**config.mk**
```make
export PLATFORM = sky130hd
export DESIGN_NAME = fpu_div_sqrt
export DESIGN_NICKNAME = d
export VERILOG_FILES = /design/src/rtl/fpu_div_sqrt.sv
export SDC_FILE = /design/constraint.sdc
export NUM_CORES = 1
export LEC_CHECK = 0
export CORE_ASPECT_RATIO = 0.5
export CORE_MARGIN = 5
export CORE_UTILIZATION = 60
export DETAILED_ROUTE_END_ITERATION = 10
export PLACE_DENSITY_LB_ADDON = 0.12
export SLEW_MARGIN = 30
export SYNTH_ARGS = -nofsm -noshare
export SYNTH_HDL_FRONTEND = slang
export SYNTH_SLANG_ARGS = --single-unit
```
**constraint.sdc**
```tcl
create_clock -name clk -period 10.95 [get_ports clk]
set_input_delay 2.19 -clock clk [delete_from_list [all_inputs] [get_ports clk]]
set_output_delay 2.19 -clock clk [all_outputs]
set_load 0.02 [all_outputs]
```
**src/rtl/fpu_div_sqrt.sv**
```systemverilog
// ---------------------------------------------------------------------------
// fpu_div_sqrt
//
// Single-precision (binary32) divide / square-root unit. One operation runs at
// a time. A start in IDLE or DONE latches the operands, 27 CALC cycles each
// produce one quotient/root bit, and one ROUND cycle applies round-to-nearest-
// even and writes the registered result.
//
// Ports:
//   clk        clock, rising-edge active
//   rst        synchronous reset, active low
//   start      request; accepted only in IDLE/DONE
//   inpA       dividend (divide) or radicand (sqrt)
//   inpB       divisor (ignored for sqrt)
//   operation  bit0: 1 = sqrt(A), 0 = A/B; bit1 reserved
//   res        result, held until the next accepted start
//   ready      high while res holds a completed result
// ---------------------------------------------------------------------------
module fpu_div_sqrt #(
  parameter int REG_SIZE = 32,
  parameter int OP_BITS  = 2
) (
  input  logic                clk,
  input  logic                rst,
  input  logic                start,
  input  logic [REG_SIZE-1:0] inpA,
  input  logic [REG_SIZE-1:0] inpB,
  input  logic [OP_BITS-1:0]  operation,
  output logic [REG_SIZE-1:0] res,
  output logic                ready
);

  localparam logic [31:0] QNAN     = 32'h7FC0_0000;
  localparam logic [4:0]  LAST_ITER = 5'd26;

  typedef enum logic [1:0] {IDLE, CALC, ROUND, DONE} state_t;

  // Reserved opcode bits have no function.
  logic unused_op_bits;
  assign unused_op_bits = ^operation[OP_BITS-1:1];

  // -------------------------------------------------------------------------
  // Operand unpacking (denormals are treated as zero, sign kept)
  // -------------------------------------------------------------------------
  logic       a_sign, b_sign;
  logic [7:0] a_exp, b_exp;
  logic [22:0] a_frac, b_frac;
  logic       a_zero, b_zero, a_inf, b_inf, a_nan, b_nan;
  logic [23:0] a_mant, b_mant;
  logic       inp_sqrt;

  assign a_sign = inpA[31];
  assign a_exp  = inpA[30:23];
  assign a_frac = inpA[22:0];
  assign b_sign = inpB[31];
  assign b_exp  = inpB[30:23];
  assign b_frac = inpB[22:0];

  assign a_zero = (a_exp == 8'd0);
  assign b_zero = (b_exp == 8'd0);
  assign a_inf  = (a_exp == 8'hFF) && (a_frac == 23'd0);
  assign b_inf  = (b_exp == 8'hFF) && (b_frac == 23'd0);
  assign a_nan  = (a_exp == 8'hFF) && (a_frac != 23'd0);
  assign b_nan  = (b_exp == 8'hFF) && (b_frac != 23'd0);
  assign a_mant = {1'b1, a_frac};
  assign b_mant = {1'b1, b_frac};
  assign inp_sqrt = operation[0];

  // -------------------------------------------------------------------------
  // Special-case detection, evaluated at accept and carried through the
  // pipeline so specials see the same latency as normal operands.
  // -------------------------------------------------------------------------
  logic        spec_hit;
  logic [31:0] spec_val;
  logic        q_sign;

  assign q_sign = a_sign ^ b_sign;

  always_comb begin
    spec_hit = 1'b1;
    spec_val = QNAN;
    if (inp_sqrt) begin
      if (a_nan)       spec_val = QNAN;
      else if (a_zero) spec_val = {a_sign, 31'd0};
      else if (a_sign) spec_val = QNAN;            // negative nonzero, incl. -inf
      else if (a_inf)  spec_val = {1'b0, 8'hFF, 23'd0};
      else             spec_hit = 1'b0;
    end else begin
      if (a_nan || b_nan)                          spec_val = QNAN;
      else if ((a_zero && b_zero) || (a_inf && b_inf)) spec_val = QNAN;
      else if (b_zero)                             spec_val = {q_sign, 8'hFF, 23'd0};
      else if (a_inf)                              spec_val = {q_sign, 8'hFF, 23'd0};
      else if (a_zero || b_inf)                    spec_val = {q_sign, 31'd0};
      else                                         spec_hit = 1'b0;
    end
  end

  // -------------------------------------------------------------------------
  // Initial exponent and radicand
  // -------------------------------------------------------------------------
  logic signed [9:0] div_exp_init;
  logic signed [9:0] sq_exp_unb, sq_exp_even, sq_exp_init;
  logic              sq_odd;
  logic [53:0]       sq_rad_init;

  assign div_exp_init = $signed({2'b00, a_exp}) - $signed({2'b00, b_exp}) + 10'sd127;

  // Biased exponent even <=> unbiased exponent odd.
  assign sq_odd      = ~a_exp[0];
  assign sq_exp_unb  = $signed({2'b00, a_exp}) - 10'sd127;
  assign sq_exp_even = sq_odd ? (sq_exp_unb - 10'sd1) : sq_exp_unb;
  assign sq_exp_init = (sq_exp_even >>> 1) + 10'sd127;

  // The mantissa (value in [1,4) after the odd-exponent shift) is scaled so
  // that its 27-bit integer square root carries the binary point after bit 26.
  assign sq_rad_init = {(sq_odd ? {a_mant, 1'b0} : {1'b0, a_mant}), 29'd0};

  // -------------------------------------------------------------------------
  // Datapath registers
  // -------------------------------------------------------------------------
  state_t            state_reg;
  logic [4:0]        count_reg;
  logic              sqrt_reg;
  logic              sign_reg;
  logic              special_reg;
  logic [31:0]       special_val_reg;
  logic signed [9:0] exp_reg;
  logic [23:0]       divisor_reg;
  logic [29:0]       rem_reg;    // partial remainder (shared by both ops)
  logic [26:0]       q_reg;      // quotient or root bits, MSB first
  logic [53:0]       rad_reg;    // radicand bit pairs not yet consumed

  // -------------------------------------------------------------------------
  // One restoring-division step
  // -------------------------------------------------------------------------
  logic [29:0] div_sub;
  logic        div_ge;
  logic [29:0] div_rem_next;

  assign div_sub      = rem_reg - {6'd0, divisor_reg};
  assign div_ge       = (rem_reg >= {6'd0, divisor_reg});
  assign div_rem_next = div_ge ? {div_sub[28:0], 1'b0} : {rem_reg[28:0], 1'b0};

  // -------------------------------------------------------------------------
  // One digit-by-digit square-root step
  // -------------------------------------------------------------------------
  logic [29:0] sq_rem_sh;
  logic [29:0] sq_trial;
  logic        sq_ge;
  logic [29:0] sq_rem_next;

  // Remainder never exceeds 2*root < 2^28, so its top two bits are free.
  assign sq_rem_sh   = {rem_reg[27:0], rad_reg[53:52]};
  assign sq_trial    = {1'b0, q_reg, 2'b01};
  assign sq_ge       = (sq_rem_sh >= sq_trial);
  assign sq_rem_next = sq_ge ? (sq_rem_sh - sq_trial) : sq_rem_sh;

  // -------------------------------------------------------------------------
  // Normalise, round (RNE) and pack
  // -------------------------------------------------------------------------
  logic              norm_shift;
  logic [23:0]       rnd_mant;
  logic              rnd_guard, rnd_sticky, round_up;
  logic [24:0]       mant_rnd;
  logic signed [9:0] exp_norm, exp_rnd;
  logic [22:0]       frac_out;
  logic [31:0]       round_result;

  // A divide quotient below 1.0 needs one left shift; a root never does.
  assign norm_shift = ~sqrt_reg & ~q_reg[26];

  always_comb begin
    if (norm_shift) begin
      rnd_mant   = q_reg[25:2];
      rnd_guard  = q_reg[1];
      rnd_sticky = q_reg[0] | (rem_reg != 30'd0);
      exp_norm   = exp_reg - 10'sd1;
    end else begin
      rnd_mant   = q_reg[26:3];
      rnd_guard  = q_reg[2];
      rnd_sticky = (|q_reg[1:0]) | (rem_reg != 30'd0);
      exp_norm   = exp_reg;
    end
  end

  assign round_up = rnd_guard & (rnd_sticky | rnd_mant[0]);
  assign mant_rnd = {1'b0, rnd_mant} + {24'd0, round_up};
  // A carry out of the mantissa leaves 1.000..0, so the fraction is zero.
  assign exp_rnd  = mant_rnd[24] ? (exp_norm + 10'sd1) : exp_norm;
  assign frac_out = mant_rnd[24] ? 23'd0 : mant_rnd[22:0];

  always_comb begin
    if (special_reg)               round_result = special_val_reg;
    else if (exp_rnd >= 10'sd255)  round_result = {sign_reg, 8'hFF, 23'd0};
    else if (exp_rnd <= 10'sd0)    round_result = {sign_reg, 31'd0};
    else                           round_result = {sign_reg, exp_rnd[7:0], frac_out};
  end

  // -------------------------------------------------------------------------
  // Control FSM and state updates
  // -------------------------------------------------------------------------
  always_ff @(posedge clk) begin
    if (!rst) begin
      state_reg       <= IDLE;
      count_reg       <= 5'd0;
      sqrt_reg        <= 1'b0;
      sign_reg        <= 1'b0;
      special_reg     <= 1'b0;
      special_val_reg <= 32'd0;
      exp_reg         <= 10'sd0;
      divisor_reg     <= 24'd0;
      rem_reg         <= 30'd0;
      q_reg           <= 27'd0;
      rad_reg         <= 54'd0;
      res             <= '0;
      ready           <= 1'b0;
    end else begin
      case (state_reg)
        IDLE, DONE: begin
          if (start) begin
            state_reg       <= CALC;
            count_reg       <= 5'd0;
            ready           <= 1'b0;
            sqrt_reg        <= inp_sqrt;
            special_reg     <= spec_hit;
            special_val_reg <= spec_val;
            q_reg           <= 27'd0;
            divisor_reg     <= b_mant;
            rad_reg         <= sq_rad_init;
            if (inp_sqrt) begin
              sign_reg <= 1'b0;
              exp_reg  <= sq_exp_init;
              rem_reg  <= 30'd0;
            end else begin
              sign_reg <= q_sign;
              exp_reg  <= div_exp_init;
              rem_reg  <= {6'd0, a_mant};
            end
          end
        end

        CALC: begin
          if (sqrt_reg) begin
            rem_reg <= sq_rem_next;
            q_reg   <= {q_reg[25:0], sq_ge};
            rad_reg <= {rad_reg[51:0], 2'b00};
          end else begin
            rem_reg <= div_rem_next;
            q_reg   <= {q_reg[25:0], div_ge};
          end
          count_reg <= count_reg + 5'd1;
          if (count_reg == LAST_ITER) begin
            state_reg <= ROUND;
          end
        end

        ROUND: begin
          res       <= REG_SIZE'(round_result);
          ready     <= 1'b1;
          state_reg <= DONE;
        end
      endcase
    end
  end

endmodule

```
# Word-level counts from Yosys, hierarchy flattened
# Cells that the tools add are included.
dict set report word_totals {
  ff_bits 220
  out_inout_bits 33
}
dict set report op_classes {
  n_addsub 11
  order_cmp 4
  n_eq_ne 9
  muxes 52
  bitwise 8
  n_reduce_logical 26
}
# cell n
set op_table {}
lappend op_table {{$mux W32} 9}
lappend op_table {{$mux W30} 4}
lappend op_table {{$mux W54} 2}
lappend op_table {{$pmux W54 S2} 1}
lappend op_table {{$mux W23} 3}
lappend op_table {{$mux W31} 2}
lappend op_table {{$pmux W30 S2} 1}
lappend op_table {{$pmux W27 S2} 1}
lappend op_table {{$mux W24} 2}
lappend op_table {{$logic_not A23 Y1} 2}
lappend op_table {{$reduce_bool A23 Y1} 2}
lappend op_table {{$mux W10} 4}
lappend op_table {{$ge A30 B24 Y1} 1}
lappend op_table {{$ge A30 B29 Y1} 1}
lappend op_table {{$reduce_bool A30 Y1} 1}
lappend op_table {{$sub A30 B29 Y30} 1}
lappend op_table {{$sub A29 B24 Y29} 1}
lappend op_table {{$mux W27} 1}
lappend op_table {{$add A24 B1 Y25} 1}
lappend op_table {{$mux W25} 1}
lappend op_table {{$add A9 B8 Y10 const B} 2}
lappend op_table {{$eq A8 B8 Y1 const B} 2}
lappend op_table {{$logic_not A8 Y1} 2}
lappend op_table {{$mux W1} 15}
lappend op_table {{other kinds (28)} 48}

# Longest topological paths before layout
dict set report logic_depth {
  word_depth 11
  ltp_mapped 19
  ltp_nobuf 13
}

# Worst setup path before layout
# No wires, ideal clock.
dict set report synth_path {
  kind {input -> register}
  startpoint {in inpA[23]}
  endpoint {reg exp_reg[8]}
  arrival_time_ns 5.043
  required_ns 10.888
  path_slack_ns 5.845
  path_stages 13
  path_buffers 2
  path_cell_list {clkbuf_1 buf_1 inv_1 ha_1 nor2b_1 o21ai_0 a21boi_0 o21a_1 o211ai_1 and3_1 or3_1 or4_1 nand3_1}
}
dict set report synth_between {
  elab_chain_len 5
  word_cells_on_any_way 7
  classes_between {add/sub (5); mux (2)}
}
# item line_no
set synth_rtl {}
lappend synth_rtl {{start: declaration} 26} ;# input logic [REG_SIZE-1:0] inpA,
lappend synth_rtl {{$sub A8 B7 Y9} 110} ;# assign sq_exp_unb = $signed({2'b00, a_exp}) - 10'sd127;
lappend synth_rtl {{$sub A9 B2 Y10} 111} ;# assign sq_exp_even = sq_odd ? (sq_exp_unb - 10'sd1) : sq_exp_unb;
lappend synth_rtl {{$mux W10} 111}
lappend synth_rtl {{$add A9 B8 Y10} 112} ;# assign sq_exp_init = (sq_exp_even >>> 1) + 10'sd127;
lappend synth_rtl {{$mux W10 *} 230} ;# if (inp_sqrt) begin
lappend synth_rtl {{end signal: assignment} 232} ;# exp_reg <= sq_exp_init;
lappend synth_rtl {{end signal: assignment} 236} ;# exp_reg <= div_exp_init;
lappend synth_rtl {{end: declaration} 127} ;# logic signed [9:0] exp_reg;
# Mark *: on every way between the ends. The rest lies on a longest branch, timed or not.
# A chain may end at the register's enable or synchronous reset.

# Final worst setup path
dict set report layout_path {
  startpoint {reg q_reg[26]}
  endpoint {reg res[1]}
}
dict set report layout_between {
  elab_chain_len 11
  word_cells_on_any_way 17
  classes_between {add/sub (2); order compare (2); mux (9); bitwise (4)}
}
# item line_no
set layout_rtl {}
lappend layout_rtl {{start: declaration} 130} ;# logic [26:0] q_reg;
lappend layout_rtl {{start signal: assignment} 245} ;# q_reg <= {q_reg[25:0], sq_ge};
lappend layout_rtl {{start signal: assignment} 249} ;# q_reg <= {q_reg[25:0], div_ge};
lappend layout_rtl {{$not A1 Y1} 170} ;# assign norm_shift = ~sqrt_reg & ~q_reg[26];
lappend layout_rtl {{$and A1 B1 Y1} 170}
lappend layout_rtl {{$mux W1 or $mux W24 (tied branches)} 173} ;# if (norm_shift) begin
lappend layout_rtl {{$or A1 B1 Y1} 186} ;# assign round_up = rnd_guard & (rnd_sticky | rnd_mant[0]);
lappend layout_rtl {{$and A1 B1 Y1} 186}
lappend layout_rtl {{$add A24 B1 Y25} 187} ;# assign mant_rnd = {1'b0, rnd_mant} + {24'd0, round_up};
lappend layout_rtl {{$mux W10} 189} ;# assign exp_rnd = mant_rnd[24] ? (exp_norm + 10'sd1) : exp_norm;
lappend layout_rtl {{$le A10 B1 Y1} 195} ;# else if (exp_rnd <= 10'sd0) round_result = {sign_reg, 31'd0};
lappend layout_rtl {{$mux W31} 195}
lappend layout_rtl {{$mux W31 *} 194} ;# else if (exp_rnd >= 10'sd255) round_result = {sign_reg, 8'hFF, 23'd0};
lappend layout_rtl {{$mux W32 *} 193} ;# if (special_reg) round_result = special_val_reg;
lappend layout_rtl {{end signal: assignment} 258} ;# res <= REG_SIZE'(round_result);
lappend layout_rtl {{end: declaration} 29} ;# output logic [REG_SIZE-1:0] res,
# Marked as above.

==> flow_summary.yaml <==
run_status:
  status: "finished clean"
synthesis:
  async_flop_share_pct: 0
  syn_area_per_cell_um2: 7.283
  syn-num-nets: 1948
  ys.flop_type: "dfxtp_1"
  syn-cell-area_mm2: 0.01314
  synth_compound_area_share_pct: 30.61
  synth_cell_types: 81
  muxShareOfSynthArea_pct: 3.762
  postSynthRegisterBits: 162
  synth-adder-area-share_pct: 7.256
  synthCells: 1804
  synth-edff-count: 0
  ys_warn_count: 0
  synth_top_family_by_area: "compound AO/OA/AOI/OAI gates"
  synthSimpleGateAreaFrac_pct: 22.37
  yosys.area_share.xor_xnor_pct: 4.923
  ys_seq_area_share_pct: 24.68
clock_tree:
  cts_root_buf: "clkbuf_16"
  cts_tree: "yes"
  cts.sinks: 162
  clk_latency_ns: 0.46
  cts.path.max_buffers: 2
  cts_resized: 0
  cts_buffers: 17
  clk_pin_slew_ns: 0.07
  h-tree-depth: 4
  ctsHoldBuffers: 0
  post_cts_buffers: 0
job:
  maxCapViolations: 0
die:
  dieArea_mm2: 0.02514
  std_cell_rows: 38
  ioPinCount: 102
  start_util_pct: 60.87
  fp.dieW_um: 219.3
  die_h_um: 114.6
  coreArea_mm2: 0.02159
final_layout:
  nNetsFinal: 1969
  largest_reg_flops: 32
  final_area_mm2: 0.01477
  drive_gt1_share_pct: 4.625
  n_antenna_cell: 0
  area_growth_pct: 12.43
timing:
  worst_pin_slew_ns: 0.9421
  hold_violations: 0
  slew_viol_final: 0
  grt_setup_unrepaired: "false"
  max_clock_freq_mhz: 174.0
  fin_crit_ns: 5.746
  slew_headroom_pct: 37.19
  setup_viol: 0
  fin_skew_ns: 0.01115
  hold_slack_ns: 0.4556
  setup_tns_ns: 0
  fin_crit_sh_pct: 52.47
place:
  port_buffers: 100
  placed_cell_area_mm2: 0.01420
  dp_hpwl_mm: 32.16
  place_congestion: 1.039
detailed_routing:
  drt_pass1_iterations: 6
  drc: 0
  routedWlPerCell_um: 20.43
  vias_per_cell: 6.655
  drt_iter0_drc: 1818
  ant_nets: 0
  drt-total-wl_mm: 43.68
  dr_total_vias: 14230
global_routing:
  track_usage_pct: 34.01
  antenna_found_initial: 0
  grt_pass1_vias: 12890
  grt_pass1_wl_mm: 68.66
  grt_max_degree: 76
  grt_overflow: 0
setup_path:
  crit_type: "flip-flop to flip-flop"
  rr_worst_depth: 13
  worstPathArrival_ns: 6.14
  start_kind: "flip-flop"
  crit_path_end_kind: "flip-flop"
  cp.required_ns: 11.34
  crit_fanout: 39
power:
  power_leakage_nw: 5.653
  ir_worst_vdd_mv: 0.3296
  power_density_mw_per_mm2: 333.2
worst_hold_path:
  holdCritPathClass: "flip-flop to flip-flop"
  min_path_cells: 2
## cells in the final DEF (no fill, tap or decap), types with 33 or more instances in the layout
| cell | Yosys | layout |
|---|---|---|
| ha_1 | 73 | 73 |
| o21ai_0 | 94 | 93 |
| inv_1 | 95 | 95 |
| mux2i_1 | 37 | 37 |
| a21oi_1 | 181 | 181 |
| o211ai_1 | 62 | 62 |
| xnor2_1 | 39 | 39 |
| dfxtp_1 | 162 | 162 |
| nand3_1 | 35 | 35 |
| nand2_1 | 237 | 237 |
| nor3_1 | 52 | 52 |
| xor2_1 | 33 | 33 |
| clkdlybuf4s50_1 | 0 | 100 |
| nor2_1 | 139 | 138 |
## layout make-up
cell class | instances | area (um^2)
timing repair buffer | 118 | 1136
inverter | 97 | 365.4
sequential | 162 | 3243
clock buffer | 19 | 452.9
tap | 300 | 375.4
multi-input combinational | 1429 | 9077
fill | 1844 | 6814
clock inverter | 13 | 121.4
## Yosys cell counts (all sizes together) (11+ instances only)
cell type  instances  area share (%)
a211oi            29             1.7
a21o              24             1.4
a21oi            181             6.9
a22o              14            0.93
a22oi             29             1.7
a31oi             29             1.4
and2              15            0.71
and3              21             1.0
buf               24             1.0
clkbuf            92             2.6
dfxtp            162              25
ha                73             7.0
inv               96             2.7
mux2              11            0.94
mux2i             37             2.8
nand2            237             6.8
nand3             35             1.3
nand4             28             1.3
nor2             139             4.0
nor2b             19            0.90
nor3              52             2.0
nor4              24             1.3
o211ai            62             3.5
o21a              17            0.97
o21ai             97             3.7
or3               15            0.71
xnor2             39             2.6
xor2              34             2.3
## power breakdown
| part | switching [W] | total [W] | internal (W) |
|---|---|---|---|
| Clock | 0.000282 | 0.000593 | 0.000311 |
| Sequential | 0.000184 | 0.000897 | 0.000713 |
| Combinational | 0.00215 | 0.00343 | 0.00128 |
| Total | 0.00261 | 0.00492 | 0.00231 |
## logic make-up after synthesis
group	after synthesis
buffers and inverters	213
DFF	162
and+or+nand+nor	627
xor gates and xnor gates	73
AOI/OAI and AO/OA	606
adders and majority gates	75
muxes	48
## worst paths after layout
kind	start	slack, ns	to
setup / recovery	q_reg[26]	5.20	res[1]
hold / removal	rad_reg[49]	0.46	rad_reg[49]
hold reg to reg	rad_reg[49]	0.46	rad_reg[49]
setup reg to reg	q_reg[26]	5.20	res[1]
## per-stage QoR
step	utilization [%]	total power, W	setup slack (ns)	cells
after floorplan	-	0.003328	5.845	1804
after global placement	65.77	0.004121	5.474	2106
after detailed placement	65.77	0.004179	5.330	2106
after CTS	68.43	0.004792	5.377	2138
after global routing	68.43	0.005250	4.880	2138
final	68.43	0.004922	5.204	2138
## worst max-delay path: stages (launching register included)
cell and delay (ns):
dfxtp_1 0.74, or2_2 0.73, nand2_1 0.15, a21oi_1 0.19, ha_1 0.26, nand3_1 0.16
a2111o_1 0.51, or4_1 0.71, a211oi_2 0.37, o21a_1 0.18, xnor2_1 0.06, nor2_1 0.42
and3_1 0.87, a22o_1 0.29
## per-layer routing
layer	vias up	routed length, um	global-route usage, %
met5	-	0	0
met4	0	521	7.149
met3	58	5982	9.511
met2	874	17550	48.46
met1	6623	19630	50.91
li1	6673	-	-
No activity file was read; power rests on OpenSTA's default activity.
